**src/rtl/serial_pattern_tx.sv**
```systemverilog
// Serial pattern transmitter: shifts a captured parallel frame out MSB first, repeating it a
// programmed number of times with an optional run of idle-low cycles between frames.
module serial_pattern_tx #(
  parameter int unsigned WIDTH = 5,
  parameter int unsigned CNT_W = 8,
  parameter int unsigned GAP_W = 4
) (
  input  logic             clk,
  input  logic             rst,
  input  logic             start_i,
  input  logic [WIDTH-1:0] pattern_i,
  input  logic [CNT_W-1:0] repeat_cnt_i,
  input  logic [GAP_W-1:0] gap_cnt_i,
  input  logic             abort_i,
  output logic             out_bit_o,
  output logic             out_valid_o,
  output logic             frame_start_o,
  output logic             busy_o,
  output logic             done_o,
  output logic [CNT_W-1:0] frames_sent_o
);

  localparam int unsigned BitW = (WIDTH > 1) ? $clog2(WIDTH) : 1;
  localparam logic [BitW-1:0] LastBit = BitW'(WIDTH - 1);

  typedef enum logic [1:0] {StIdle, StShift, StGap, StDone} state_e;

  state_e state_q, state_d;

  // Shadow copies of the request, frozen for the whole transmission.
  logic [WIDTH-1:0] pat_q, pat_d;
  logic [CNT_W-1:0] rep_q, rep_d;
  logic [GAP_W-1:0] gap_q, gap_d;

  logic [WIDTH-1:0] shift_q, shift_d;
  logic [BitW-1:0]  bit_q, bit_d;
  logic [GAP_W-1:0] gap_ctr_q, gap_ctr_d;
  logic [CNT_W-1:0] frames_q, frames_d, frames_inc;

  logic out_bit_q, out_bit_d;
  logic out_valid_q, out_valid_d;
  logic frame_start_q, frame_start_d;
  logic busy_q, busy_d;
  logic done_q, done_d;

  logic             load;
  logic [WIDTH-1:0] load_pat;

  assign frames_inc = (frames_q == '1) ? frames_q : frames_q + CNT_W'(1);

  always_comb begin
    state_d       = state_q;
    pat_d         = pat_q;
    rep_d         = rep_q;
    gap_d         = gap_q;
    shift_d       = shift_q;
    bit_d         = bit_q;
    gap_ctr_d     = gap_ctr_q;
    frames_d      = frames_q;
    out_bit_d     = 1'b0;
    out_valid_d   = 1'b0;
    frame_start_d = 1'b0;
    busy_d        = 1'b0;
    done_d        = 1'b0;
    load          = 1'b0;
    load_pat      = pat_q;

    if (abort_i) begin
      // Drop everything; frames_sent keeps its count and all other outputs clear.
      state_d = StIdle;
    end else begin
      unique case (state_q)
        StIdle: begin
          if (start_i) begin
            pat_d    = pattern_i;
            rep_d    = repeat_cnt_i;
            gap_d    = gap_cnt_i;
            frames_d = '0;
            busy_d   = 1'b1;
            if (repeat_cnt_i != '0) begin
              state_d  = StShift;
              load     = 1'b1;
              load_pat = pattern_i;
            end else begin
              state_d = StDone;
              done_d  = 1'b1;
            end
          end
        end

        StShift: begin
          busy_d = 1'b1;
          if (bit_q == LastBit) begin
            frames_d = frames_inc;
            if (frames_inc < rep_q) begin
              if (gap_q != '0) begin
                state_d   = StGap;
                gap_ctr_d = gap_q - GAP_W'(1);
              end else begin
                load = 1'b1;
              end
            end else begin
              state_d = StDone;
              done_d  = 1'b1;
            end
          end else begin
            out_bit_d   = shift_q[WIDTH-1];
            out_valid_d = 1'b1;
            shift_d     = shift_q << 1;
            bit_d       = bit_q + BitW'(1);
          end
        end

        StGap: begin
          busy_d = 1'b1;
          if (gap_ctr_q == '0) begin
            state_d = StShift;
            load    = 1'b1;
          end else begin
            gap_ctr_d = gap_ctr_q - GAP_W'(1);
          end
        end

        StDone: begin
          state_d = StIdle;
        end

        default: begin
          state_d = StIdle;
        end
      endcase

      // First bit of a frame goes out straight from the pattern; the rest queue in shift_q.
      if (load) begin
        out_bit_d     = load_pat[WIDTH-1];
        out_valid_d   = 1'b1;
        frame_start_d = 1'b1;
        shift_d       = load_pat << 1;
        bit_d         = '0;
      end
    end
  end

  always_ff @(posedge clk) begin
    if (rst) begin
      state_q       <= StIdle;
      pat_q         <= '0;
      rep_q         <= '0;
      gap_q         <= '0;
      shift_q       <= '0;
      bit_q         <= '0;
      gap_ctr_q     <= '0;
      frames_q      <= '0;
      out_bit_q     <= 1'b0;
      out_valid_q   <= 1'b0;
      frame_start_q <= 1'b0;
      busy_q        <= 1'b0;
      done_q        <= 1'b0;
    end else begin
      state_q       <= state_d;
      pat_q         <= pat_d;
      rep_q         <= rep_d;
      gap_q         <= gap_d;
      shift_q       <= shift_d;
      bit_q         <= bit_d;
      gap_ctr_q     <= gap_ctr_d;
      frames_q      <= frames_d;
      out_bit_q     <= out_bit_d;
      out_valid_q   <= out_valid_d;
      frame_start_q <= frame_start_d;
      busy_q        <= busy_d;
      done_q        <= done_d;
    end
  end

  assign out_bit_o     = out_bit_q;
  assign out_valid_o   = out_valid_q;
  assign frame_start_o = frame_start_q;
  assign busy_o        = busy_q;
  assign done_o        = done_q;
  assign frames_sent_o = frames_q;

endmodule
```
**config.mk**
```make
export PLATFORM = sky130hd
export DESIGN_NAME = serial_pattern_tx
export DESIGN_NICKNAME = d
export VERILOG_FILES = /design/src/rtl/serial_pattern_tx.sv
export SDC_FILE = /design/constraint.sdc
export NUM_CORES = 1
export LEC_CHECK = 0
export BUFFER_PORTS_ARGS = -buffer_cell sky130_fd_sc_hd__buf_4
export CORE_MARGIN = 2
export CORE_UTILIZATION = 45
export DETAILED_ROUTE_END_ITERATION = 7
export PLACE_DENSITY_LB_ADDON = 0.05
export SLEW_MARGIN = 20
export SYNTH_ARGS = -nofsm -noshare
export SYNTH_HDL_FRONTEND = slang
export SYNTH_SLANG_ARGS = --single-unit
```
**constraint.sdc**
```tcl
create_clock -name clk -period 7 [get_ports clk]
set_input_delay 1.4 -clock clk [delete_from_list [all_inputs] [get_ports clk]]
set_output_delay 1.4 -clock clk [all_outputs]
set_load 0.005 [all_outputs]
```
==> flow_summary.toml <==
[power]
pwr_density_cell_nw_per_um2 = 182
ir_worst_vdd_v = 0.000107
leakage_nw = 1.13

[hold_path]
min_to = "pat_q[1]"
whs_path_depth = 2
holdCritStartpoint = "pat_q[1]"
hold_path_class = "flop to flop"

[synth]
synthCells = 300
synth_area_per_cell_um2 = 8.15
ys.flop_type = "dfxtp_1"
synth_seq_cells = 43
syn_area_um2 = 2450
yosys_warnings = 0
yosysMostFrequentCell = "nand2_1"
yosys.area.top_type = "dfxtp_1"
synthTopCellsByArea = "dfxtp_1 35%, nand2_1 8.0%, ha_1 7.7%"
syn_nets = 336
ys_seq_area_share_pct = 35.2
synthTopCellsByCount = "52 x nand2_1, 43 x dfxtp_1, 33 x a21oi_1"
synth-edff-count = 0
ys_types = 48
async_reset_ff_share_pct = 0
synth_top_area_share_pct = 35.2

[drt]
routed_wl_um = 5450
drt_pre_antenna_iters = 4
drc = 0
drtAntennaViolNets = 0
vias_per_cell = 5.37
vias = 2133
wl_per_cell_um = 13.7
drt_iter0_markers = 139

[outcome]
status = "complete, no violations"

[worst_setup_path]
r2r_end = "bit_q[1]"
worstReg2RegStart = "frames_sent_o[0]"
cp-start-kind = "flop"
path_max_fanout = 11
crit_chain = "ha_1 -> nand3_2 -> nor2_1 -> mux2_2 -> ha_1 -> and4_1 -> and4_1 -> a32oi_4 -> a41oi_1 -> or4b_1 -> a21oi_1"
crit_path_top_delay_cell = "a41oi_1"
r2r_slack_ns = 3.03
crit_start = "frames_sent_o[0]"
worst-path-buf-inv = 0
rr_worst_depth = 11
cp-end-kind = "flop"
crit_path_max_incr_delay_ns = 0.81
required_ns = 7.22
critPathTopFamily = "simple AND/OR/NAND/NOR gates"
crit_type = "flop to flop"
crit_arrival_ns = 4.20

[clock_network]
post-cts-setup-buffers = 0
htreeDepth = 2
cts_buffers = 5
clk_latency_ns = 0.29
clock_sinks = 43
cts_resized = 0
cts.clk_slew.worst_paths_ns = 0.08
cts_buffer_depth = 2
cts_tree = "built"
cts_hold_buf = 0
cts_root_buf = "clkbuf_8"

[final_layout]
syn2layout_area_growth_pct = 14.8
finalNonFillerCells = 397
n_antenna_cell = 0
final_nets = 364
drive_above_1_share_pct = 18.0
fill_cells = 489

[timing]
fmax_ghz = 0.252
hold-worst-slack_ns = 0.454
setup_violations = 0
worst_slew_pin_slew_ns = 1.00
period_needed_ns = 3.97
slew_headroom_pct = 32.2
rsz0062_at_grt = "no"
fin_setup_tns_ns = 0
hold_violations = 0
period_share_pct = 56.7
slew_violations = 0
skew_ns = 0.00950

[placed_design]
port_buffers = 33
place.gp.congestion = 0.767
place_inst = 391
dp_hpwl_um = 3960

[global_route]
grt_pass1_wl_um = 9290
antenna_found_initial = 0
grt_pass1_vias = 1965
grt_max_degree = 37
overflow = 0
grtUsageTotal_pct = 19.1

[floorplan]
initial_utilization_pct = 47.3
die_h_um = 77.7
core_um2 = 5170
rows = 26
dieArea_um2 = 6040
die_w_um = 77.7
num_io_pins = 34

[run]
maxCapViolCount = 0
-- routing by layer --
metal	vias to the layer above	track usage, %	wire length, um
li1	1122	-	-
met1	964	28.7	2970
met2	42	27.8	2180
met3	5	3.60	243
met4	0	4.82	48
met5	-	0	0
-- worst reg2reg max path, stage by stage (launching register included) --
cell,delay [ns]
dfxtp_1,0.47
ha_1,0.29
nand3_2,0.17
nor2_1,0.14
mux2_2,0.35
ha_1,0.30
and4_1,0.29
and4_1,0.27
a32oi_4,0.16
a41oi_1,0.81
or4b_1,0.50
a21oi_1,0.16
-- cell usage in the layout, fill, tap and decap left out, types with 2 or more instances in the layout --
master      n
nand2_1    52
dfxtp_1    43
a21oi_1    33
buf_4      33
nor2_1     19
o21ai_0    16
inv_1      15
ha_1       15
mux2i_1    10
nand3_1     9
mux2_2      6
nor3_1      6
or2_2       5
a31oi_1     5
a22oi_1     5
clkbuf_8    5
a21o_1      4
o211ai_1    4
nor2b_1     3
or3_1       3
xor2_1      2
or4_1       2
and4_1      2
nor4_1      2
a211oi_1    2
nand4bb_1   2
-- state kept, by name (all words and copies together), names as in the netlist, 2 cells and up --
| name | cells |
|---|---|
| frames_sent_o | 8 |
| rep_q | 8 |
| pat_q | 5 |
| gap_ctr_q | 4 |
| gap_q | 4 |
| shift_q | 4 |
| bit_q | 3 |
| state_q | 2 |
-- metrics by stage --
stage	util (%)	setup WS [ns]	instance area [um2]	power (mW)
global route	54.3	2.70	2810	0.540
detailed placement	52.8	2.95	2730	0.373
CTS	54.2	3.05	2810	0.515
finish	54.3	3.03	2810	0.512
global placement	52.8	3.06	2730	0.372
floorplan	-	3.84	2450	0.344
-- power by group --
group,internal (mW),switching [mW],total [mW]
clock network,0.0665,0.0773,0.144
registers,0.255,0.00706,0.263
logic,0.0452,0.0603,0.106
-- area by class of cell --
class / instances / area, um2 / share of cell area, %
Multi-Input combinational cell: 230 / 1480 / 52.8
Tap cell: 70 / 87.6 / 3.12
Inverter: 15 / 56.3 / 2.01
Sequential cell: 43 / 861 / 30.7
Timing Repair Buffer: 33 / 248 / 8.82
Clock buffer: 6 / 72.6 / 2.58
-- cells by family (layout without fill, tap and decap cells) --
logic type / count (synthesis) / after routing / share of synthesized area, %
xor gates and xnor gates: 3 / 3 / 1.07
AOI/OAI and AO/OA: 79 / 79 / 21.3
DFF: 43 / 43 / 35.2
adders and majority gates: 15 / 15 / 7.67
muxes: 16 / 16 / 6.85
buffers and inverters: 27 / 54 / 4.30
and+or+nand+nor: 117 / 117 / 23.6
-- worst max path at each step --
stage	cells after the start	endpoint	slack (ns)
2_1_floorplan	11	bit_q[1]	3.84
3_3_place_gp	7	bit_q[1]	3.06
3_5_place_dp	7	bit_q[1]	2.95
4_1_cts	11	bit_q[1]	3.05
5_1_grt	11	bit_q[1]	2.70
6_report	11	bit_q[1]	3.03
Power figures use the tool's default switching activity.
